--- config.mk ---
export PLATFORM = sky130hd
export DESIGN_NAME = ps2_scancode_decoder
export DESIGN_NICKNAME = d
export VERILOG_FILES = /design/src/rtl/ps2_scancode_decoder.sv
export SDC_FILE = /design/constraint.sdc
export NUM_CORES = 1
export LEC_CHECK = 0
export BUFFER_PORTS_ARGS = -buffer_cell sky130_fd_sc_hd__buf_2
export CORE_MARGIN = 2
export CORE_UTILIZATION = 60
export CTS_CLUSTER_DIAMETER = 60
export DETAILED_ROUTE_END_ITERATION = 8
export PLACE_DENSITY_LB_ADDON = 0.12
export SKIP_CTS_REPAIR_TIMING = 1
export SLEW_MARGIN = 20
export SYNTH_ARGS = -nofsm -noshare
export SYNTH_HDL_FRONTEND = slang
export SYNTH_SLANG_ARGS = --single-unit
--- constraint.sdc ---
create_clock -name clk -period 6.75 [get_ports clk]
set_input_delay 0.3375 -clock clk [delete_from_list [all_inputs] [get_ports clk]]
set_output_delay 0.3375 -clock clk [all_outputs]
set_load 0.02 [all_outputs]
--- src/rtl/ps2_scancode_decoder.sv ---
// PS/2 Set-2 scancode decoder: folds E0/F0/E1 prefix sequences into single key
// events, tracks live shift state and queues events in a show-ahead FIFO.
module ps2_scancode_decoder #(
  parameter int FIFO_DEPTH = 4,
  parameter int ADDR_W     = 2
) (
  input  logic       clk,
  input  logic       rst,
  input  logic [7:0] rx_data,
  input  logic       rx_rdy,
  output logic [7:0] ev_code,
  output logic       ev_ext,
  output logic       ev_brk,
  output logic       ev_valid,
  input  logic       ev_ack,
  output logic       shift,
  output logic       overflow
);

  typedef enum logic [2:0] {
    ST_IDLE  = 3'd0,
    ST_E0    = 3'd1,
    ST_F0    = 3'd2,
    ST_E0F0  = 3'd3,
    ST_PAUSE = 3'd4
  } state_t;

  localparam logic [ADDR_W:0] DEPTH_L = FIFO_DEPTH[ADDR_W:0];

  // Event handshake: the head entry is presented while ev_valid is high and is
  // removed on any clock edge where ev_valid & ev_ack; ev_ack is ignored when empty.

  state_t            state;
  state_t            state_nx;
  logic [2:0]        skip_cnt;
  logic [2:0]        skip_nx;
  logic              rdy_q;
  logic              new_byte;
  logic              emit;
  logic [9:0]        emit_entry;
  logic              is_kill;
  logic              is_noise;
  logic              lsh;
  logic              rsh;
  logic [9:0]        mem [FIFO_DEPTH];
  logic [ADDR_W-1:0] wr_ptr;
  logic [ADDR_W-1:0] rd_ptr;
  logic [ADDR_W:0]   count;
  logic              full;
  logic              pop;
  logic              do_push;

  assign new_byte = rx_rdy & ~rdy_q;
  assign is_kill  = (rx_data == 8'h00) || (rx_data == 8'hFF);
  assign is_noise = is_kill || (rx_data == 8'hAA) || (rx_data == 8'hFA) ||
                    (rx_data == 8'hFE) || (rx_data == 8'hEE);

  always_comb begin
    state_nx   = state;
    skip_nx    = skip_cnt;
    emit       = 1'b0;
    emit_entry = {2'b00, rx_data};
    if (new_byte) begin
      case (state)
        ST_IDLE: begin
          if (rx_data == 8'hE0) begin
            state_nx = ST_E0;
          end else if (rx_data == 8'hF0) begin
            state_nx = ST_F0;
          end else if (rx_data == 8'hE1) begin
            state_nx = ST_PAUSE;
            skip_nx  = 3'd7;
          end else if (!is_noise) begin
            emit = 1'b1;
          end
        end
        ST_E0: begin
          if (rx_data == 8'hF0) begin
            state_nx = ST_E0F0;
          end else if (rx_data == 8'hE0) begin
            state_nx = ST_E0;
          end else if (is_kill) begin
            state_nx = ST_IDLE;
          end else begin
            emit       = 1'b1;
            emit_entry = {2'b10, rx_data};
            state_nx   = ST_IDLE;
          end
        end
        ST_F0: begin
          state_nx = ST_IDLE;
          if (!is_kill) begin
            emit       = 1'b1;
            emit_entry = {2'b01, rx_data};
          end
        end
        ST_E0F0: begin
          state_nx = ST_IDLE;
          if (!is_kill) begin
            emit       = 1'b1;
            emit_entry = {2'b11, rx_data};
          end
        end
        ST_PAUSE: begin
          // The Pause key sends 7 bytes after E1 with no break; report it once.
          if (skip_cnt <= 3'd1) begin
            emit       = 1'b1;
            emit_entry = {2'b10, 8'hE1};
            state_nx   = ST_IDLE;
            skip_nx    = 3'd0;
          end else begin
            skip_nx = skip_cnt - 3'd1;
          end
        end
        default: begin
          state_nx = ST_IDLE;
          skip_nx  = 3'd0;
        end
      endcase
    end
  end

  assign full    = (count == DEPTH_L);
  assign pop     = ev_valid & ev_ack;
  assign do_push = emit & (~full | pop);

  always_ff @(posedge clk) begin
    if (rst) begin
      // rdy_q starts high so a level already asserted is not seen as a byte.
      rdy_q    <= 1'b1;
      state    <= ST_IDLE;
      skip_cnt <= 3'd0;
      lsh      <= 1'b0;
      rsh      <= 1'b0;
      overflow <= 1'b0;
      wr_ptr   <= '0;
      rd_ptr   <= '0;
      count    <= '0;
      for (int i = 0; i < FIFO_DEPTH; i++) begin
        mem[i] <= 10'h000;
      end
    end else begin
      rdy_q    <= rx_rdy;
      state    <= state_nx;
      skip_cnt <= skip_nx;

      // Shift state follows the keyboard even when the event itself is dropped.
      if (emit && !emit_entry[9]) begin
        if (emit_entry[7:0] == 8'h12) lsh <= ~emit_entry[8];
        if (emit_entry[7:0] == 8'h59) rsh <= ~emit_entry[8];
      end

      if (emit && full && !pop) begin
        overflow <= 1'b1;
      end
      if (do_push) begin
        mem[wr_ptr] <= emit_entry;
        wr_ptr      <= wr_ptr + 1'b1;
      end
      if (pop) begin
        rd_ptr <= rd_ptr + 1'b1;
      end
      case ({do_push, pop})
        2'b10:   count <= count + 1'b1;
        2'b01:   count <= count - 1'b1;
        default: count <= count;
      endcase
    end
  end

  assign ev_valid = (count != '0);
  assign ev_code  = mem[rd_ptr][7:0];
  assign ev_brk   = mem[rd_ptr][8];
  assign ev_ext   = mem[rd_ptr][9];
  assign shift    = lsh | rsh;

endmodule

==> impl_metrics.ini, run 1 <==
[outcome]
outcome = complete, no violations

[route]
drt-vias-per-instance = 5.80
postRouteAntennaNets = 0
drtIter0Drc = 195
first_pass_iters = 4
vias = 2186
wire_per_inst_um = 16.0
drc = 0
wirelength_um = 6040

[setup_path]
crit_path_start_kind = flop
endpoint_kind = flop
arrival_ns = 3.28
rrSetupSlack_ns = 3.73
slowest_stage = dfxtp_1
path_class = reg2reg
worstPathCellList = nor3b_1 > or3b_2 > a31oi_4 > a21oi_2 > nand2_1 > fa_1 > nand2_1 > o21ai_0 > a221o_1 > a211oi_1
slowest_delay_ns = 0.57
crit_required_ns = 7.00
cpMostUsedCell = nand2_1
crit_fanout = 15

[cts]
clock_latency_ns = 0.34
cts.sinks = 59
cts_tree = done
clockRootBuffer = clkbuf_8
htreeDepth = 3
clock_path_buffers = 2
cts_buffers = 9
clk_pin_slew_ns = 0.07

[finish]
area_growth_pct = 9.52
num_antenna_cells = 0
multiInputGateArea_um2 = 1450
nets = 317
num-fill-cells = 397
final_util_pct = 67.7
regArea_um2 = 1580
instances_no_fill = 377
drive_above_1_share_pct = 22.8

[yosys]
synth_top_area_share_pct = 38.1
synthTopCellsByArea = edfxtp_1, dfxtp_1, mux4_2
synth-edff-count = 40
ys_types = 61
synth_ff_type = edfxtp_1
synth_common_cells = edfxtp_1, nor2_1, nor3_1
syn_inst = 286
synth_area_um2 = 3160
synth_warnings = 0
yosys.cell_count.top_type = edfxtp_1
syn_avg_cell_area_um2 = 11.0
synth_seq_area_share_pct = 50.1
synth_top_area_cell = edfxtp_1
synth_fp_nets = 301
ys_seq_elements = 59
ys_async_sr_fraction_pct = 0

[placement]
dp_slack_ns = 3.63
dp_hpwl_um = 4340
port_buffers = 24
gp_congestion = 0.806
placed_cells = 361

[sta]
timing.final.crit_share_pct = 44.8
finClkSkew_ns = 0.00858
worstMarginPinSlew_ns = 1.02
tns_ns = 0
drv_slew = 0
finalSetupViolCount = 0
period_needed_ns = 3.02
rsz0062_at_grt = no
slew-limit-headroom_pct = 32.3
hold_viol_final = 0
setup_slack_ns = 3.73
fmax_mhz = 331

[grt]
use_met1_pct = 29.3
gr-total-overflow = 0
grt_first_pass_wirelength_um = 10100
antenna_found_initial = 0
grt_pass1_vias = 2053
grt_start_max_net_pins = 26
track_usage_pct = 22.4
use_met2_pct = 35.6
grt_busiest_layer = met2
grt_use_met3_pct = 4.03

[power_and_ir_drop]
total_power_w = 0.000976
p_leak_nw = 1.28
ir_drop_v = 0.000195
powerDensity_nw_per_um2 = 282

[hold_path]
hold_path.class = in2reg

[job]
maxCapViolations = 0

[floorplan]
rows = 26
placeableCoreArea_um2 = 5110
die_h_um = 76.5
initial_utilization_pct = 61.8
die_w_um = 76.5
dieArea_um2 = 5860
io_pins = 25
-- cell type report --
class	instances	area share [%]
timing repair buffer	25	3.69
clock inverter	6	1.63
tap	70	2.53
sequential	59	45.8
inverter	7	0.760
clock buffer	10	3.69
multi-input combinational	200	41.9
-- logic make-up (layout without fill, tap and decap cells) --
group	after synthesis	after routing	synth area share (%)
buf+inv	27	48	3.97
fa+ha+maj	3	3	1.43
compound gates	44	44	11.5
xor+xnor	4	4	1.11
flops	59	59	50.1
mux	15	15	8.88
simple gates	134	134	23.0
-- critical path: cells and delay by family, from the launching register on --
kind | cells | cell delay [ns]
AO/OA/AOI/OAI | 5 | 0.89
AND/OR/NAND/NOR | 4 | 1.01
adder cells (fa/ha/maj) | 1 | 0.46
flip-flops | 1 | 0.57
-- metal layers --
metal | vias up | wire, µm | part of all wire, %
li1 | 1094 | - | -
met1 | 1023 | 2770 | 46
met2 | 52 | 2830 | 47
met4 | 0 | 186 | 3.1
met5 | - | 0 | 0
met3 | 17 | 253 | 4.2
-- per-stage QoR --
stage	cell area (µm²)	hold slack [ns]
after floorplan	3160	0.444
after global placement	3270	0.463
after detailed placement	3270	0.482
after CTS	3460	0.212
after global routing	3460	0.232
final	3460	0.220
-- power by group --
group | total (W) | switching, W | internal, W | leakage [nW]
Combinational | 0.000223 | 0.000120 | 0.000103 | 0.613
Sequential | 0.000449 | 0.0000350 | 0.000414 | 0.569
Clock | 0.000304 | 0.000137 | 0.000167 | 0.0951
Total | 0.000976 | 0.000292 | 0.000684 | 1.28
-- path summary, 6_finish.rpt --
check | start | endpoint | depth (start not counted)
min | rx_rdy | rdy_q$_SDFF_PP1_ | 2
min reg2reg | overflow$_SDFFE_PP0P_ | overflow$_SDFFE_PP0P_ | 1
max | state[2]$_SDFFE_PP0P_ | count[1]$_SDFFE_PP0P_ | 10
max reg2reg | state[2]$_SDFFE_PP0P_ | count[1]$_SDFFE_PP0P_ | 10
-- placed cells by master (no fill, tap or decap), types with 5 or more instances in the layout --
cell type | synthesis | routed
nor4_1 | 5 | 5
buf_2 | 4 | 24
a21oi_1 | 9 | 9
nor2b_1 | 7 | 7
dfxtp_1 | 19 | 19
nor3_1 | 23 | 23
clkbuf_8 | 0 | 9
o21ai_0 | 11 | 11
nand2_1 | 17 | 17
edfxtp_1 | 40 | 40
nor2_1 | 32 | 32
and2_1 | 7 | 7
mux4_2 | 10 | 10
inv_1 | 7 | 7
and3_1 | 13 | 13
-- flip-flops by register name, indices dropped and copies added (netlist names), named ones only --
signal and count:
mem 40, rdy_q 1, state 3, skip_cnt 3
overflow 1, rsh 1, lsh 1, rd_ptr 2
wr_ptr 2, count 3
(Power assumes the default switching activity.)
==> run 2: changes to the inputs <==
Clock period 6.75 ns to 2.82 ns, I/O delays scaled along.
==> run 2 against run 1 <==
- non-clock buffer count increased by 18
- power up 150%
- core utilization up 3.8 points
- highest routed layer unchanged
- critical endpoint unchanged
- final cell count is 4.8% higher
- clock skew is 0.0031 ns higher
- worst hold slack lost 0.20 ns
- largest power group unchanged
- cell area is 5.6% higher
- first-iteration DRC count down 19%
- register-to-register slack got worse by 3.6 ns
==> impl_metrics.ini, run 2 (same netlist as run 1, synthesis figures left out) <==
[outcome]
outcome = complete, no violations

[finish]
regArea_um2 = 1580
design_area_um2 = 3650
num_antenna_cells = 0
final_common_cell = edfxtp_1
multiInputGateArea_um2 = 1460
regMostFlops = mem
area_growth_pct = 15.7
drive_above_1_share_pct = 28.9
nets = 335
num-fill-cells = 378
largest_reg_flops = 40
final_util_pct = 71.5
mostFrequentLayoutCells = edfxtp_1, nor2_1, buf_2

[hold_path]
hold_end = rdy_q$_SDFF_PP1_
hold_depth = 2
min_from = rx_rdy
hold_path.class = in2reg

[cts]
clock_path_buffers = 2
cts_tree = done
clk_pin_slew_ns = 0.06
htreeDepth = 3
clockRootBuffer = clkbuf_8
cts.sinks = 59
cts_buffers = 9
clock_latency_ns = 0.33

[route]
first_pass_iters = 4
drtIter0Drc = 157
postRouteAntennaNets = 0
wirelength_um = 6550
drc = 0
wire_per_inst_um = 16.6
vias = 2302
drt-vias-per-instance = 5.83

[grt]
grt_first_pass_wirelength_um = 10600
gr-total-overflow = 0
track_usage_pct = 23.2
grt_start_max_net_pins = 25
antenna_found_initial = 0
grt_pass1_vias = 2231

[floorplan]
dieArea_um2 = 5860
die_h_um = 76.5
placeableCoreArea_um2 = 5110
rows = 26
initial_utilization_pct = 61.8
die_w_um = 76.5
io_pins = 25

[placement]
gp_congestion = 0.834
port_buffers = 24
placed_cell_area_um2 = 3420
dp_hpwl_um = 4790
dp_slack_ns = 0.0149

[setup_path]
crit_fanout = 6
rrSetupSlack_ns = 0.08
crit_required_ns = 3.07
arrival_ns = 2.99
crit_path_start_kind = flop
endpoint_kind = flop
rr_endpoint = count[1]$_SDFFE_PP0P_
worstReg2RegStart = state[2]$_SDFFE_PP0P_
reg2reg_depth = 10
path_class = reg2reg

[sta]
timing.final.crit_share_pct = 97.2
slew-limit-headroom_pct = 50.1
hold_viol_final = 0
finalSetupViolCount = 0
period_needed_ns = 2.74
finClkSkew_ns = 0.0117
worstMarginPinSlew_ns = 0.746
drv_slew = 0
fmax_mhz = 365
setup_slack_ns = 0.0787

[job]
maxCapViolations = 0

[power_and_ir_drop]
ir_drop_v = 0.000665
powerDensity_nw_per_um2 = 657
p_leak_nw = 1.40
-- run 2: metal layers --
metal / GRT usage [%] / part of all wire, %
met1: 28.6 / 43
met2: 38.8 / 52
met3: 6.52 / 4.0
met4: 9.27 / 1.3
met5: 0 / 0
-- run 2: power by group --
group	internal, W	switching [W]	leakage (nW)
registers	0.000991	0.0000844	0.570
clock network	0.000444	0.000307	0.105
logic	0.000277	0.000295	0.722
total	0.00171	0.000686	1.40
-- run 2: stage by stage --
stage	setup TNS, ns	hold WS (ns)	total power, W	cells
2_1_floorplan	0	0.248	0.00150	286
3_3_place_gp	0	0.354	0.00163	377
3_5_place_dp	0	0.365	0.00164	377
4_1_cts	0	0.0107	0.00238	393
5_1_grt	-0.0332	0.0228	0.00250	395
6_report	0	0.0252	0.00240	395
-- run 2: how the worst max path moves through the flow --
| stage | startpoint | endpoint | slack, ns | cells past startpoint |
|---|---|---|---|---|
| after global placement | state[2]$_SDFFE_PP0P_ | count[1]$_SDFFE_PP0P_ | 0.1 | 10 |
| after detailed placement | state[2]$_SDFFE_PP0P_ | count[1]$_SDFFE_PP0P_ | 0.01 | 10 |
| after CTS | state[2]$_SDFFE_PP0P_ | count[1]$_SDFFE_PP0P_ | 0.003 | 10 |
| after floorplan | state[0]$_SDFFE_PP0P_ | count[1]$_SDFFE_PP0P_ | 0.08 | 11 |
| after global routing | state[2]$_SDFFE_PP0P_ | count[1]$_SDFFE_PP0P_ | -0.03 | 10 |
| final | state[2]$_SDFFE_PP0P_ | count[1]$_SDFFE_PP0P_ | 0.08 | 10 |
-- run 2: layout make-up --
class / instances / area share (%)
Clock buffer: 15 / 5.42
Tap cell: 70 / 2.40
Multi-Input combinational cell: 200 / 40.0
Inverter: 7 / 0.720
Timing Repair Buffer: 43 / 7.88
Clock inverter: 1 / 0.137
Sequential cell: 59 / 43.4
-- run 2: critical path: stages, from the launching register on --
cell and delay (ns):
dfxtp_2 0.35, or3b_4 0.40, or3b_4 0.42, a31oi_4 0.19, a21oi_2 0.06, nand2_2 0.10
fa_1 0.43, nand2_1 0.07, o21ai_0 0.08, a221o_1 0.36, a211oi_1 0.19
